==> src/rtl/bcd_digit_converter_if.sv <==
// Interface bundling the binary count input and the registered BCD/status outputs.
interface bcd_digit_converter_if #(
   parameter int unsigned BIN_W  = 14,
   parameter int unsigned DIGITS = 4
);
   localparam int unsigned BCD_W = 4 * DIGITS;

   logic [BIN_W-1:0] bin_in;
   logic [BCD_W-1:0] bcd_out;
   logic             low_flag;
   logic             busy;
   logic             done;

   modport master (
      output bin_in,
      input  bcd_out,
      input  low_flag,
      input  busy,
      input  done
   );

   modport slave (
      input  bin_in,
      output bcd_out,
      output low_flag,
      output busy,
      output done
   );
endinterface

==> src/rtl/bcd_digit_converter.sv <==
// Sequential shift-and-add-3 binary-to-BCD converter with input clamp and a
// low-value flag that is registered together with the digits.
module bcd_digit_converter #(
   parameter int unsigned BIN_W   = 14,
   parameter int unsigned DIGITS  = 4,
   parameter int unsigned MAX_VAL = 9999,
   parameter int unsigned THRESH  = 200
) (
   input  logic                  clk,
   input  logic                  rst_n,
   bcd_digit_converter_if.slave  bus
);
   localparam int unsigned BCD_W = 4 * DIGITS;
   localparam int unsigned CNT_W = $clog2(BIN_W + 1);

   localparam logic [1:0] IDLE  = 2'd0;
   localparam logic [1:0] SHIFT = 2'd1;
   localparam logic [1:0] DONE  = 2'd2;

   logic [1:0]       state_q,    state_d;
   logic [BIN_W-1:0] last_bin_q, last_bin_d;
   logic [BIN_W-1:0] work_q,     work_d;
   logic [BCD_W-1:0] scratch_q,  scratch_d;
   logic [CNT_W-1:0] cnt_q,      cnt_d;
   logic             low_val_q,  low_val_d;
   logic [BCD_W-1:0] bcd_out_q,  bcd_out_d;
   logic             low_flag_q, low_flag_d;
   logic             busy_q,     busy_d;
   logic             done_q,     done_d;

   logic [BIN_W-1:0] clamped;
   logic [BCD_W-1:0] adjusted;

   // Clamp to the largest displayable value before conversion.
   always_comb begin
      clamped = (bus.bin_in > BIN_W'(MAX_VAL)) ? BIN_W'(MAX_VAL) : bus.bin_in;
   end

   // Add 3 to every digit >= 5 so the following left shift carries correctly.
   always_comb begin
      adjusted = scratch_q;
      for (int i = 0; i < DIGITS; i++) begin
         if (adjusted[4*i +: 4] >= 4'd5) begin
            adjusted[4*i +: 4] = adjusted[4*i +: 4] + 4'd3;
         end
      end
   end

   always_comb begin
      state_d    = state_q;
      last_bin_d = last_bin_q;
      work_d     = work_q;
      scratch_d  = scratch_q;
      cnt_d      = cnt_q;
      low_val_d  = low_val_q;
      bcd_out_d  = bcd_out_q;
      low_flag_d = low_flag_q;

      case (state_q)
         IDLE: begin
            if (bus.bin_in != last_bin_q) begin
               last_bin_d = bus.bin_in;
               work_d     = clamped;
               low_val_d  = (clamped < BIN_W'(THRESH));
               scratch_d  = '0;
               cnt_d      = '0;
               state_d    = SHIFT;
            end
         end
         SHIFT: begin
            scratch_d = {adjusted[BCD_W-2:0], work_q[BIN_W-1]};
            work_d    = {work_q[BIN_W-2:0], 1'b0};
            cnt_d     = cnt_q + CNT_W'(1);
            if (cnt_q == CNT_W'(BIN_W - 1)) begin
               state_d = DONE;
            end
         end
         DONE: begin
            bcd_out_d  = scratch_q;
            low_flag_d = low_val_q;
            state_d    = IDLE;
         end
         default: begin
            state_d = IDLE;
         end
      endcase

      // Status flags are registered from the upcoming state so they align with the digits.
      busy_d = (state_d != IDLE);
      done_d = (state_q == DONE);
   end

   always_ff @(posedge clk or negedge rst_n) begin
      if (!rst_n) begin
         state_q    <= IDLE;
         last_bin_q <= '0;
         work_q     <= '0;
         scratch_q  <= '0;
         cnt_q      <= '0;
         low_val_q  <= 1'b1;
         bcd_out_q  <= '0;
         low_flag_q <= 1'b1;
         busy_q     <= 1'b0;
         done_q     <= 1'b0;
      end else begin
         state_q    <= state_d;
         last_bin_q <= last_bin_d;
         work_q     <= work_d;
         scratch_q  <= scratch_d;
         cnt_q      <= cnt_d;
         low_val_q  <= low_val_d;
         bcd_out_q  <= bcd_out_d;
         low_flag_q <= low_flag_d;
         busy_q     <= busy_d;
         done_q     <= done_d;
      end
   end

   assign bus.bcd_out  = bcd_out_q;
   assign bus.low_flag = low_flag_q;
   assign bus.busy     = busy_q;
   assign bus.done     = done_q;
endmodule
==> src/flat_wrapper.sv <==
// flat-port wrapper written by rule: the top's interface ports become plain ports
module bcd_digit_converter_flat 
#(
   parameter int unsigned BIN_W   = 14,
   parameter int unsigned DIGITS  = 4,
   parameter int unsigned MAX_VAL = 9999,
   parameter int unsigned THRESH  = 200
)
  (clk, rst_n, bus_bin_in, bus_bcd_out, bus_low_flag, bus_busy, bus_done);
  bcd_digit_converter_if #(.BIN_W(BIN_W), .DIGITS(DIGITS)) bus_i ();
  input  logic clk;
  input  logic rst_n;
  input wire logic [$bits(bus_i.bin_in)-1:0] bus_bin_in;
  output wire logic [$bits(bus_i.bcd_out)-1:0] bus_bcd_out;
  output wire logic [$bits(bus_i.low_flag)-1:0] bus_low_flag;
  output wire logic [$bits(bus_i.busy)-1:0] bus_busy;
  output wire logic [$bits(bus_i.done)-1:0] bus_done;
  assign bus_i.bin_in = bus_bin_in;
  assign bus_bcd_out = bus_i.bcd_out;
  assign bus_low_flag = bus_i.low_flag;
  assign bus_busy = bus_i.busy;
  assign bus_done = bus_i.done;
  bcd_digit_converter #(.BIN_W(BIN_W), .DIGITS(DIGITS), .MAX_VAL(MAX_VAL), .THRESH(THRESH)) u_core (.clk(clk), .rst_n(rst_n), .bus(bus_i));
endmodule
==> config.mk <==
export PLATFORM = sky130hd
export DESIGN_NAME = bcd_digit_converter_flat
export DESIGN_NICKNAME = d
export VERILOG_FILES = /design/src/rtl/bcd_digit_converter_if.sv /design/src/rtl/bcd_digit_converter.sv /design/src/flat_wrapper.sv
export SDC_FILE = /design/constraint.sdc
export NUM_CORES = 1
export LEC_CHECK = 0
export ABC_AREA = 0
export BUFFER_PORTS_ARGS = -buffer_cell sky130_fd_sc_hd__clkbuf_2
export CAP_MARGIN = 20
export CORE_AREA = 10 10 80 110
export CTS_BUF_LIST = sky130_fd_sc_hd__clkbuf_16
export CTS_CLUSTER_SIZE = 12
export DETAILED_ROUTE_END_ITERATION = 16
export DIE_AREA = 0 0 90 120
export PLACE_DENSITY = 0.76
export SETUP_SLACK_MARGIN = 0.02
export SYNTH_ARGS = -nofsm -noshare
export SYNTH_HDL_FRONTEND = slang
export SYNTH_SLANG_ARGS = --single-unit
==> constraint.sdc <==
create_clock -name clk -period 2.6 [get_ports clk]
set_input_delay 0.13 -clock clk [delete_from_list [all_inputs] [get_ports clk]]
set_output_delay 0.13 -clock clk [all_outputs]
set_load 0.01 [all_outputs]
* Word level (Yosys, flattened, before mapping)
Index checks and enable logic that the tools add are counted.
Widths: inputs -> output; s select.
** Word-level totals
- Logic and storage cells :: 45
- Output and inout bits :: 19
- Register bits :: 70
** Operators by class
- Reduce and logical (&&, ||, !) cells :: 5
- Multiplexer cells :: 14
- Order comparisons :: 6
- Equality and inequality tests :: 5
- Add/subtract/negate cells :: 5
** Operator list (count)
- $pmux 16 s2 :: 1
- $mux 14 :: 2
- $pmux 14 s2 :: 1
- $ge 4x3->1 const B :: 4
- $mux 16 :: 1
- $mux 4 :: 4
- $gt 14x14->1 const B :: 1
- $lt 14x8->1 const B :: 1
- $ne 14x14->1 :: 1
- $add 4x2->4 const B :: 3
- $pmux 4 s2 :: 1
- $add 4x1->4 const B :: 1
- $eq 4x4->1 const B :: 1
- $mux 2 :: 2
- $pmux 2 s2 :: 1
- $reduce_and 2->1 :: 2
- $reduce_bool 2->1 :: 2
- $add 3x2->3 const B :: 1
- $mux 3 :: 1
- $eq 2x1->1 const B :: 1
- $eq 2x2->1 const B :: 1
- $logic_not 2->1 :: 1
- $ne 2x1->1 const B :: 1

* Depth between registers and ports, before layout
- Word-level depth :: 4
- Gate-level depth with buffers :: 7
- Mapped depth without buffers :: 7

* Least setup slack after synthesis
Ideal clock, no wire load.
- Path kind :: register -> register
- Start point :: register u_core.last_bin_q[1]
- End point :: register u_core.work_q[3]
- Arrival time :: 1.788 ns
- Period minus slack after synthesis :: 1.911 ns
- Stages on the path, launching flop included :: 8
- Slack :: 0.689 ns
- Cell sequence :: dfrtp_1 > xnor2_1 > nand4_2 > o41a_4 > nor2_8 > inv_4 > buf_6 > o221a_1
** On the way
- Word-level cells in the longest chain between the ends :: 3
** RTL lines
- from (decl) :: RTL line bcd_digit_converter.sv:21 : logic [BIN_W-1:0] last_bin_q, last_bin_d;
- from (signal assigned) :: RTL line bcd_digit_converter.sv:107 : last_bin_q <= last_bin_d;
- $ne 14x14->1 :: RTL line bcd_digit_converter.sv:61 : if (bus.bin_in != last_bin_q) begin
- $ne 2x1->1 (no source line)
- $reduce_and 2->1 (no source line)
- to (signal assigned) :: RTL line bcd_digit_converter.sv:108 : work_q <= work_d;
- to (decl) :: RTL line bcd_digit_converter.sv:22 : logic [BIN_W-1:0] work_q, work_d;
No other way between the ends.
A chain may end at the register's enable or synchronous reset.

* Worst setup path after layout
- Start point :: register u_core.last_bin_q[5]
- End point :: register u_core.work_q[1]
The elaborated chain is that of the path after synthesis.

==> key figures <==
GRT
  • Number of global-route vias before repair: 2660
  • First-pass GRT wire length: 12500 um
  • Largest net degree at the start of global routing: 71
  • GRT Residual Overflow: 0
  • Initial antenna violation count: 0
  • Total track usage: between 10 and 15%

STA
  • RSZ-0062 raised after global routing: false
  • FMAX: 465 MHz
  • Slew headroom: 42.9%
  • Hold Violations, Final: 6
  • Worst-margin pin slew: 857 ps
  • Slew Limit Fails: 0
  • Final TNS setup: 0 ps
  • Skew final: a little under 4 ps
  • Hold_ws: -6.34 ps
  • Min cycle time layout: 2150 ps
  • Final period util: a little over 80%
  • Final setup vio count: 0

Setup path
  • Worst EP arrival: between 2000 and 2500 ps
  • CP Launch Type: flop
  • Crit path kind: reg -> reg
  • CP cell instances: xnor2_1, nand4_1, o41a_4, nor2_8, inv_4, o221a_2
  • Critical path's largest stage delay: approximately 670 ps
  • Setup crit end kind: flop
  • Worst-path cell with the longest stage delay: o41a_4
  • Worst-path fanout max: 22
  • Critical Path RT: about 2800 ps
  • Critical path buffers and inverters: 1
  • Crit path max-delay family: compound AO/OA/AOI/OAI gates

Clocking
  • H-tree Lvls: 3
  • CTS Buf Count: 9
  • Post-CTS sizing: 0
  • Clock-pin slew on the worst setup and hold paths: 50 ps
  • Worst-Skew Late Latency: 330 ps
  • CTS Root Cell: clkbuf_16
  • # clock sinks: 70
  • CTS tree: built
  • Max clock buf depth: 2
  • Setup Buffers After CTS: 0
  • Post-CTS Hold Fix Bufs: 0

Pwr
  • Peak supply drop: 0.843 mV
  • Power per cell area: 1280 nW/um^2
  • Total power: 4.97 mW
  • P_leak: 1.84 nW

Routing
  • Total number of vias: roughly 2500
  • Drt first pass iters: 4
  • Via density per instance: 5.47
  • Drt wl/cell: 15.6 um
  • Total routed wirelength: just over 7000 um
  • Iter 0 DRT Violations: around 140
  • ANT nets after route: 0
  • Post-route DRC: 0

Floorplanning
  • Die Span Y: 120 um
  • Row count: 36
  • Core footprint: 6800 um^2
  • DIE WIDTH: 90 um
  • Total die area: approximately 11000 um^2
  • I/O pins: 35
  • Starting density of the core: a little under 50%

Synth
  • Most common cell in the netlist: dfrtp_1
  • Synth Register Bits: 70
  • Mapped Area: 3330 um^2
  • Yosys warns: 0
  • Number of synthesized flops with an enable pin: 0
  • Synth cell count leaders: 68 x dfrtp_1, 50 x nand2_1, 28 x o21ai_0
  • Cell accounting for the most synthesized area: dfrtp_1
  • Syn_nets: 339
  • Prevailing post-synth register cell: dfrtp_1
  • Synth top area share: 51.1%
  • Post-synthesis sequential area ratio: 52.7%
  • Mean post-synth cell area: 10.6 um^2
  • Netlist cell types: 40
  • Cells after Synth: 313
  • Top cells by area, synth: dfrtp_1 51%, nand2_1 5.6%, o21ai_0 4.2%
  • FFs w/ async S/R, synth: 100%

Run status
  • Status: complete, but fails checks
  • Failing checks: negative hold slack

Flow run
  • Max_cap viols: 0

Min path
  • HP Class: in -> async

Final layout
  • Nets: 378
  • Diode count: 0
  • Area Growth Syn to Fin: 16.3%
  • Final Util: 56.9%
  • Layout cells sized above 1: 21.3%

Placed design
  • Port buffer count: 34
  • Placed wire-length estimate: between 4000 and 5000 um
  • Routability Congestion: 0.823
## metrics by stage
stage	std cells	area [um^2]	setup slack (ps)
detailed placement	436	3610	462
global route	451	3870	333
floorplan	313	3330	689
finish	451	3870	452
global placement	436	3610	533
CTS	451	3870	460
## per-layer routing
layer  share of wire (%)  vias up  GRT usage, %
li1                    -     1170             -
met2                  49       75          23.0
met3                 5.3       18          3.24
met4                 2.4        0          7.68
met5                   0        -             0
met1                  44     1205          16.3
## sequential cells by signal (all words and copies together), names as in the netlist, 2 cells and up
signal	cells
u_core.bus.bcd_out	16
u_core.cnt_q	4
u_core.last_bin_q	14
u_core.scratch_q	16
u_core.state_q	2
u_core.work_q	14
## cells by family after synthesis
logic type      Yosys count  synth area share (%)
xor+xnor                 22                  6.24
compound gates           67                  15.0
simple gates            107                  15.5
flops                    70                  52.7
mux                      10                  3.35
buf+inv                  27                  3.46
fa+ha+maj                10                  3.76
## worst register-to-register path: stages, from the launching register on
cell and delay [ps]:
dfrtp_1 390, xnor2_1 180, nand4_1 220, o41a_4 670, nor2_8 200, inv_4 100, o221a_2 280
## layout make-up
type	count	area [um^2]
Clock inverter	6	31.3
Multi-Input combinational cell	216	1460
Tap cell	95	119
Inverter	13	51.3
Fill cell	567	2930
Clock buffer	9	225
Sequential cell	70	1750
Timing Repair Buffer	42	230
## cells in the final DEF, fill, tap and decap left out, drive strengths merged, types with 10 or more instances in the layout
cell type,instances
nor2,13
inv,14
dfrtp,68
nand2b,11
a21oi,10
clkbuf,42
xnor2,18
nand3,15
ha,10
o21ai,28
nand2,50
## path summary, 6_finish.rpt
path	cells after the start	slack, ps	from	endpoint
max	6	450	u_core.last_bin_q[5]	u_core.work_q[1]
min	2	-6	rst_n	u_core.scratch_q[3]
max reg2reg	6	450	u_core.last_bin_q[5]	u_core.work_q[1]
min reg2reg	2	460	u_core.low_val_q	u_core.low_val_q
max in group asynchronous	2	2030	rst_n	u_core.scratch_q[2]
min in group clk	3	60	bus_bin_in[2]	u_core.last_bin_q[2]
## power by group
group | switching, mW | internal [mW]
sequential | 0.350 | 1.57
clock | 0.424 | 0.628
combinational | 1.10 | 0.903
total | 1.87 | 3.10
Note: power is estimated with default switching activity, not from simulation.
